<file path="config.mk">
export PLATFORM = sky130hd
export DESIGN_NAME = al422_bam_row_sequencer
export DESIGN_NICKNAME = d
export VERILOG_FILES = /design/src/rtl/al422_bam_pkg.sv /design/src/rtl/al422_bam_oe_timer.sv /design/src/rtl/al422_bam_row_sequencer.sv
export SDC_FILE = /design/constraint.sdc
export NUM_CORES = 1
export LEC_CHECK = 0
export ABC_AREA = 1
export CAP_MARGIN = 20
export CORE_ASPECT_RATIO = 2
export CORE_UTILIZATION = 50
export DETAILED_ROUTE_END_ITERATION = 8
export GPL_TIMING_DRIVEN = 0
export PLACE_DENSITY = 0.73
export SYNTH_ARGS = -nofsm -noshare
export SYNTH_HDL_FRONTEND = slang
export SYNTH_HIERARCHICAL = 1
export SYNTH_SLANG_ARGS = --single-unit
</file>
<file path="constraint.sdc">
create_clock -name in_clk -period 1.7 [get_ports in_clk]
set_input_delay 0.34 -clock in_clk [delete_from_list [all_inputs] [get_ports in_clk]]
set_output_delay 0.34 -clock in_clk [all_outputs]
set_load 0.03 [all_outputs]
</file>
<file path="src/rtl/al422_bam_pkg.sv">
`default_nettype none
// -----------------------------------------------------------------------------
// al422_bam_pkg : shared FSM encoding and step-order constants.  Rev 1.0
// -----------------------------------------------------------------------------
package al422_bam_pkg;

  localparam int C_STATE_W = 3;
  typedef logic [C_STATE_W-1:0] state_t;

  localparam state_t C_ST_IDLE      = 3'd0;
  localparam state_t C_ST_START     = 3'd1;
  localparam state_t C_ST_WAIT_BUSY = 3'd2;
  localparam state_t C_ST_SHIFT     = 3'd3;
  localparam state_t C_ST_WAIT_DISP = 3'd4;
  localparam state_t C_ST_LATCH     = 3'd5;

  // Each row is stored BIT_DEPTH times; steps walk bit planes upward, then rows.
  localparam int C_BIT_W = 3;
  localparam logic [C_BIT_W-1:0] C_FIRST_BIT = 3'd0;

endpackage
`default_nettype wire

</file>
<file path="src/rtl/al422_bam_oe_timer.sv">
`default_nettype none
// -----------------------------------------------------------------------------
// al422_bam_oe_timer : down-counter timing the lit period of one bit plane.  Rev 1.0
// -----------------------------------------------------------------------------
module al422_bam_oe_timer #(
  parameter int CNT_W = 10
) (
  input  logic             in_clk,
  input  logic             in_nrst,
  input  logic             load,
  input  logic [CNT_W-1:0] load_value,
  output logic             busy
);

  logic [CNT_W-1:0] r_count;

  always_ff @(posedge in_clk or negedge in_nrst) begin
    if (!in_nrst) begin
      r_count <= '0;
    end else if (load) begin
      r_count <= load_value;
    end else if (r_count != '0) begin
      r_count <= r_count - 1'b1;
    end
  end

  assign busy = (r_count != '0);

endmodule
`default_nettype wire

</file>
<file path="src/rtl/al422_bam_row_sequencer.sv">
`default_nettype none
// -----------------------------------------------------------------------------
// al422_bam_row_sequencer : BAM row/bit-plane sequencer for an AL422-fed LED panel.  Rev 1.0
// -----------------------------------------------------------------------------
module al422_bam_row_sequencer
  import al422_bam_pkg::*;
#(
  parameter int ROW_COUNT     = 16,
  parameter int BIT_DEPTH     = 8,
  parameter int BASE_OE_TICKS = 4,
  parameter int ROW_W         = $clog2(ROW_COUNT)
) (
  input  logic             in_clk,
  input  logic             in_nrst,
  input  logic             enable,
  input  logic             module_is_busy,
  input  logic             row_data_ready,
  output logic             module_start,
  output logic [2:0]       bit_counter,
  output logic             from_zero_address,
  output logic             led_lat,
  output logic             led_oe,
  output logic [ROW_W-1:0] row_addr,
  output logic             frame_done
);

  localparam int C_MAX_TICKS = BASE_OE_TICKS << (BIT_DEPTH - 1);
  localparam int C_CNT_W     = $clog2(C_MAX_TICKS + 1);

  state_t             r_state;
  state_t             w_next_state;
  logic [ROW_W-1:0]   r_row;
  logic [C_BIT_W-1:0] r_bit;
  logic [ROW_W-1:0]   r_row_addr;
  logic               w_last_bit;
  logic               w_last_row;
  logic               w_oe_busy;
  logic [C_CNT_W-1:0] w_oe_ticks;

  assign w_last_bit = (r_bit == C_BIT_W'(BIT_DEPTH - 1));
  assign w_last_row = (r_row == ROW_W'(ROW_COUNT - 1));
  assign w_oe_ticks = C_CNT_W'(BASE_OE_TICKS) << r_bit;

  al422_bam_oe_timer #(
    .CNT_W (C_CNT_W)
  ) u_oe_timer (
    .in_clk     (in_clk),
    .in_nrst    (in_nrst),
    .load       (r_state == C_ST_LATCH),
    .load_value (w_oe_ticks),
    .busy       (w_oe_busy)
  );

  always_ff @(posedge in_clk or negedge in_nrst) begin
    if (!in_nrst) begin
      r_state <= C_ST_IDLE;
    end else begin
      r_state <= w_next_state;
    end
  end

  // WAIT_BUSY guards against a ready level left over from the previous shift.
  always_comb begin
    w_next_state = r_state;
    case (r_state)
      C_ST_IDLE:      if (enable && !module_is_busy) w_next_state = C_ST_START;
      C_ST_START:     w_next_state = C_ST_WAIT_BUSY;
      C_ST_WAIT_BUSY: if (module_is_busy) w_next_state = C_ST_SHIFT;
      C_ST_SHIFT:     if (row_data_ready && !module_is_busy) w_next_state = C_ST_WAIT_DISP;
      C_ST_WAIT_DISP: if (!w_oe_busy) w_next_state = C_ST_LATCH;
      C_ST_LATCH:     w_next_state = enable ? C_ST_START : C_ST_IDLE;
      default:        w_next_state = C_ST_IDLE;
    endcase
  end

  // Step advances in LATCH; leaving for IDLE rewinds so the next run starts at (0,0).
  always_ff @(posedge in_clk or negedge in_nrst) begin
    if (!in_nrst) begin
      r_row      <= '0;
      r_bit      <= C_FIRST_BIT;
      r_row_addr <= '0;
    end else begin
      if (w_next_state == C_ST_LATCH) begin
        r_row_addr <= r_row;
      end
      if (r_state == C_ST_IDLE) begin
        r_row <= '0;
        r_bit <= C_FIRST_BIT;
      end else if (r_state == C_ST_LATCH) begin
        if (!enable) begin
          r_row <= '0;
          r_bit <= C_FIRST_BIT;
        end else if (w_last_bit) begin
          r_bit <= C_FIRST_BIT;
          r_row <= w_last_row ? '0 : r_row + 1'b1;
        end else begin
          r_bit <= r_bit + 1'b1;
        end
      end
    end
  end

  always_comb begin
    module_start      = 1'b0;
    from_zero_address = 1'b0;
    led_lat           = 1'b0;
    frame_done        = 1'b0;
    led_oe            = !w_oe_busy;
    case (r_state)
      C_ST_START: begin
        module_start      = 1'b1;
        from_zero_address = (r_row == '0) && (r_bit == C_FIRST_BIT);
      end
      C_ST_LATCH: begin
        led_lat    = 1'b1;
        led_oe     = 1'b1;
        frame_done = w_last_row && w_last_bit;
      end
      default: ;
    endcase
  end

  assign bit_counter = r_bit;
  assign row_addr    = r_row_addr;

endmodule
`default_nettype wire
</file>
==> impl_metrics.ini, run 1 <==
[synth]
synthSimpleGateAreaFrac = 0.346
ys_ff_latch = 24
synth_edf_count = 0
synth_mux_area_frac = 0
syn_inst = 203
yosysWarnings = 6
synth.distinct_cells = 31
avgSynthCellArea_um2 = 7.77
synthFlopType = dfrtp_1
synthAdderAreaFrac = 0.0714
synth-compound-area-share = 0.118
netlist_area_mm2 = 0.00158
ys_seq_area_frac = 0.381
synthXorXnorAreaFrac = 0
synthArstFlopShare = 1.00
synth_top_family_by_area = simple AND/OR/NAND/NOR gates

[setup_path]
path_buf_inv = 2
crit_arrival_ps = 1460
worstPathCellList = inv_2 -> ha_4 -> nand2_4 -> nor2_8 -> nand3_4 -> nand2_2 -> buf_6
path_delay_family = flip-flops
worstPathRequired_ps = 1360
critPathMaxStageDelay_ps = 410
cp-end-kind = output pin
crit_slowest_cell = dfrtp_1
critPathLaunchType = register
worstPathMaxFanout = 4
setup.worst_path.class = register to output pin

[finish]
drive_above_1_share = 0.357
utilization = 0.726
stdcell_area_mm2 = 0.00216
fin_nets = 264
n_antenna_cell = 0
syn_to_final_growth_pct = 37.1

[global_route]
met3_usage = 0.0198
overflow = 0
grt_max_degree = 25
grt.met2_usage = 0.513
grtUsageTotal = 0.256
grt_use_met1 = 0.245
grt_pass1_vias = 1547
grt_pass1_wl_um = 6620
grt-busiest-layer = met2
antenna_found_initial = 0

[clock_network]
htree_levels = 1
cts_made_buffers = 3
path_clk_slew_ps = 90
clk-insertion-delay-late_ps = 270
clockRootBuffer = clkbuf_8
cts_tree = built
cts.sinks = 24
clock_path_buffers = 2
cts_hold_buf = 0

[sta]
slew_viol_final = 0
holdWs_ps = 352
setup_viol = 3
hold_violations = 0
fin_crit_ps = 1800
clock_skew_ps = 7.31
layout_setup_ws_ps = -103
rsz0062_at_grt = true
max_freq_ghz = 0.555
min_period_over_period = 1.06
tns_ps = -217

[die]
io_pins = 17
start_util = 0.530
rows = 28
die-area_mm2 = 0.00340
core_area_mm2 = 0.00298
fp.dieH_um = 81.4
dieWidth_um = 41.7

[run_status]
outcome = finished with violations
violations = negative setup slack

[drt]
vias = 1501
first_pass_iters = 4
routedWlPerCell_um = 15.1
drt_iter0_drc = 28
vias_per_cell = 5.38
route.detailed.drc = 0
drtAntennaViolNets = 0
drt-total-wl_um = 4210

[power_and_ir_drop]
leakagePower_nw = 1.06
power_density_mw_per_mm2 = 1420
peakVddDrop_mv = 1.03

[place]
hpwl_um = 2740
io_buffer_count = 16
post_dp_cell_area_mm2 = 0.00180
place_congestion = 0.847

[flow_run]
maxCapViolCount = 0

[worst_hold_path]
hp-class = primary input to async pin
-- what timing repair did --
item | in CTS | in global routing
cloned | 1 | 0
hold endpoints to repair | 0 | 0
buffers inserted | 14 | 10
pin swaps | 6 | 10
gates resized for setup | 56 | 12
endpoints found under the setup margin | 13 | 11
-- metrics by stage --
step	power, W	cells	setup WS (ps)
after global routing	0.00330	279	-172
after CTS	0.00295	269	-105
final	0.00306	279	-103
after detailed placement	0.00228	250	-580
after floorplan	0.00196	204	-18.4
after global placement	0.00223	250	-555
-- registers in the layout, indices dropped and copies added, names as in the netlist --
| signal | flops |
|---|---|
| u_oe_timer/r_count | 10 |
| r_row | 4 |
| r_state | 3 |
| bit_counter | 3 |
| row_addr | 4 |
-- synthesized netlist by cell type (2+ instances only) --
cell type / instances / share of area
nand2_1: 43 / 0.10
nor3_1: 2 / 0.0063
o21ai_0: 13 / 0.041
nand3_1: 17 / 0.054
dfrtp_1: 24 / 0.38
o21ai_1: 7 / 0.022
nor2_2: 4 / 0.016
nand2_2: 2 / 0.0079
ha_1: 9 / 0.071
inv_1: 22 / 0.052
nand2_4: 3 / 0.021
nor2_1: 20 / 0.048
nor2_4: 3 / 0.021
nand4_1: 3 / 0.012
inv_2: 10 / 0.024
a21oi_1: 5 / 0.016
nand3_4: 2 / 0.022
-- where the power goes --
part | internal [W] | switching [W] | total [W]
logic | 0.000620 | 0.000959 | 0.00158
clock network | 0.000315 | 0.000198 | 0.000514
registers | 0.000760 | 0.000209 | 0.000969
total | 0.00170 | 0.00137 | 0.00306
-- cell families (layout without fill, tap and decap cells) --
group,count (synthesis),after routing
simple gates,104,105
compound gates,31,31
flops,24,24
fa+ha+maj,9,9
other cells,1,2
buf+inv,34,78
-- final cells by class --
type                            instances  area [um^2]
Buffer                                  1         7.51
Clock buffer                            3         41.3
Clock inverter                          1         30.0
Fill cell                             237          815
Inverter                               33          130
Multi-Input combinational cell        147          952
Sequential cell                        24          607
Tap cell                               30         37.5
Timing Repair Buffer                   40          358
-- final timing paths --
check,endpoint,start,slack [ps],depth (start not counted)
setup / recovery,led_oe,u_oe_timer/r_count[0]$_DFFE_PN0P_,-100,7
hold / removal,r_row[2]$_DFFE_PN0P_,in_nrst,350,1
setup reg to reg,r_row[2]$_DFFE_PN0P_,bit_counter[0]$_DFFE_PN0P_,0,9
hold reg to reg,row_addr[3]$_DFFE_PN0N_,row_addr[3]$_DFFE_PN0N_,510,2
max in group asynchronous,r_state[1]$_DFF_PN0_,in_nrst,900,2
min in group in_clk,row_addr[3]$_DFFE_PN0N_,row_addr[3]$_DFFE_PN0N_,510,2
-- layer usage --
| metal | part of all wire | up-vias |
|---|---|---|
| li1 | - | 739 |
| met1 | 0.36 | 701 |
| met2 | 0.57 | 45 |
| met3 | 0.025 | 16 |
| met4 | 0.046 | 0 |
| met5 | 0 | - |
-- placed cells by master (no fill, tap or decap), drive strengths merged --
| cell | instances |
|---|---|
| a21boi | 1 |
| a21oi | 5 |
| a22oi | 1 |
| buf | 29 |
| bufinv | 1 |
| clkbuf | 4 |
| clkdlybuf4s50 | 8 |
| clkinv | 1 |
| clkinvlp | 1 |
| conb | 2 |
| dfrtp | 24 |
| dlygate4sd2 | 3 |
| ha | 9 |
| inv | 31 |
| nand2 | 49 |
| nand3 | 20 |
| nand4 | 4 |
| nor2 | 28 |
| nor3 | 2 |
| o21a | 1 |
| o21ai | 21 |
| o21bai | 1 |
| o22ai | 1 |
| or2 | 2 |
-- worst reg2reg max path: stages, from the launching register on --
cell	delay (ps)
dfrtp_1	430
buf_6	140
ha_4	160
ha_4	160
buf_4	130
buf_4	140
nor2_4	130
o21ai_4	110
nand2_1	70
a21boi_1	150
(Power assumes the default switching activity.)
==> run 2: changes to the inputs <==
--- a/config.mk
+++ b/config.mk
@@ -8,10 +8,11 @@
 export ABC_AREA = 1
 export CAP_MARGIN = 20
 export CORE_ASPECT_RATIO = 2
-export CORE_UTILIZATION = 50
+export CORE_UTILIZATION = 45
 export DETAILED_ROUTE_END_ITERATION = 8
 export GPL_TIMING_DRIVEN = 0
-export PLACE_DENSITY = 0.73
+export HOLD_SLACK_MARGIN = 0.02
+export PLACE_DENSITY = 0.67
 export SYNTH_ARGS = -nofsm -noshare
 export SYNTH_HDL_FRONTEND = slang
 export SYNTH_HIERARCHICAL = 1
==> impl_metrics.ini, run 2 (same netlist as run 1, synthesis figures left out) <==
[drt]
drt-total-wl_um = 3840
drtAntennaViolNets = 0
first_pass_iters = 6
drt_iter0_drc = 18
vias_per_cell = 5.14
route.detailed.drc = 0
routedWlPerCell_um = 13.8
vias = 1435

[place]
place_congestion = 0.796
dpl.cell_count = 253
post-place-ws_ps = -574
hpwl_um = 2840
io_buffer_count = 16

[worst_hold_path]
hp-class = primary input to async pin

[finish]
nFillCells = 301
final_common_cell = nand2_1
largest_register_ff_count = 10
top_register = u_oe_timer/r_count
final_cell_mix = nand2_1, buf_4, dfrtp_1
n_antenna_cell = 0
drive_above_1_share = 0.360
syn_to_final_growth_pct = 35.0
final_cell_count_no_fill = 279
utilization = 0.630
fin_nets = 262

[setup_path]
crit_arrival_ps = 1420
r2r_start = u_oe_timer/r_count[0]$_DFFE_PN0P_
ff2ff_path_depth = 9
r2r_slack_ps = 100
worstPathMaxFanout = 3
endpoint = led_oe
critPathLaunchType = register
critPathLaunch = u_oe_timer/r_count[0]$_DFFE_PN0P_
r2r-end = row_addr[0]$_DFFE_PN0N_
worstPathRequired_ps = 1360
setup.worst_path.class = register to output pin
cp-end-kind = output pin

[die]
io_pins = 17
core_area_mm2 = 0.00338
fp.dieH_um = 85.7
rows = 30
dieWidth_um = 43.9
start_util = 0.467
die-area_mm2 = 0.00376

[sta]
min_period_over_period = 1.03
slew_headroom = 0.588
hold_violations = 0
worst_slew_pin_slew_ps = 615
clock_skew_ps = 3.39
rsz0062_at_grt = true
fin_crit_ps = 1760
setup_viol = 2
holdWs_ps = 454
layout_setup_ws_ps = -58.6
max_freq_ghz = 0.569
slew_viol_final = 0

[clock_network]
htree_levels = 1
clock_path_buffers = 2
cts_tree = built
clockRootBuffer = clkbuf_8
clk-insertion-delay-late_ps = 270
cts_made_buffers = 3
path_clk_slew_ps = 80
cts_hold_buf = 0
cts.sinks = 24

[global_route]
grt_max_degree = 14
overflow = 0
grtUsageTotal = 0.234
grt_pass1_wl_um = 6570
grt_pass1_vias = 1495
antenna_found_initial = 0

[run_status]
violations = negative setup slack
outcome = finished with violations

[power_and_ir_drop]
leakagePower_nw = 1.04
peakVddDrop_mv = 0.958
power_density_mw_per_mm2 = 1370

[flow_run]
maxCapViolCount = 0
-- run 2: worst min path at each step --
stage / end / slack [ps] / cells after the start
2_1_floorplan: bit_counter[0]$_DFFE_PN0P_ / 40 / 0
3_3_place_gp: row_addr[0]$_DFFE_PN0N_ / 470 / 2
3_5_place_dp: row_addr[2]$_DFFE_PN0N_ / 480 / 2
4_1_cts: r_row[1]$_DFFE_PN0P_ / 470 / 1
5_1_grt: r_row[3]$_DFFE_PN0P_ / 500 / 1
6_report: row_addr[1]$_DFFE_PN0N_ / 450 / 1
-- run 2: final cells by class --
cell class,count,area (um^2),share of cell area
inverter,33,128,0.0599
multi-input combinational,147,965,0.453
clock buffer,4,55.1,0.0259
tap,32,40.0,0.0188
sequential,24,608,0.286
buffer,1,5.00,0.00235
timing repair buffer,38,329,0.155
-- run 2: where the power goes --
part / internal (W) / switching (W) / leakage, nW
Combinational: 0.000615 / 0.000939 / 0.709
Clock: 0.000207 / 0.000183 / 0.0288
Sequential: 0.000762 / 0.000214 / 0.302
Total: 0.00158 / 0.00134 / 1.04
-- run 2: through the flow --
stage / total power [W] / setup TNS (ps) / cell area [um^2]
after floorplan: 0.00196 / -18.4 / 1600
after global placement: 0.00224 / -2170 / 1800
after detailed placement: 0.00228 / -2040 / 1820
after CTS: 0.00281 / -194 / 2030
after global routing: 0.00317 / -286 / 2130
final: 0.00292 / -109 / 2130
-- run 2: worst max-delay path: stages (launching register included) --
cell and delay, ps:
dfrtp_1 400, inv_2 100, ha_4 160, nand2_4 80
nor2_8 130, nand3_4 90, nand2_2 70, buf_6 120
-- run 2: per-layer routing --
layer / part of all wire / global-route usage / vias up
met1: 0.33 / 0.232 / 662
met5: 0 / 0 / -
li1: - / - / 735
met4: 0.042 / 0.124 / 0
met3: 0.018 / 0.0147 / 12
met2: 0.61 / 0.452 / 26
-- run 2: what timing repair did --
item,CTS,global route
pin swaps,8,5
resized for setup,52,12
setup endpoints to repair,13,11
setup buffers,12,9
cloned,1,0
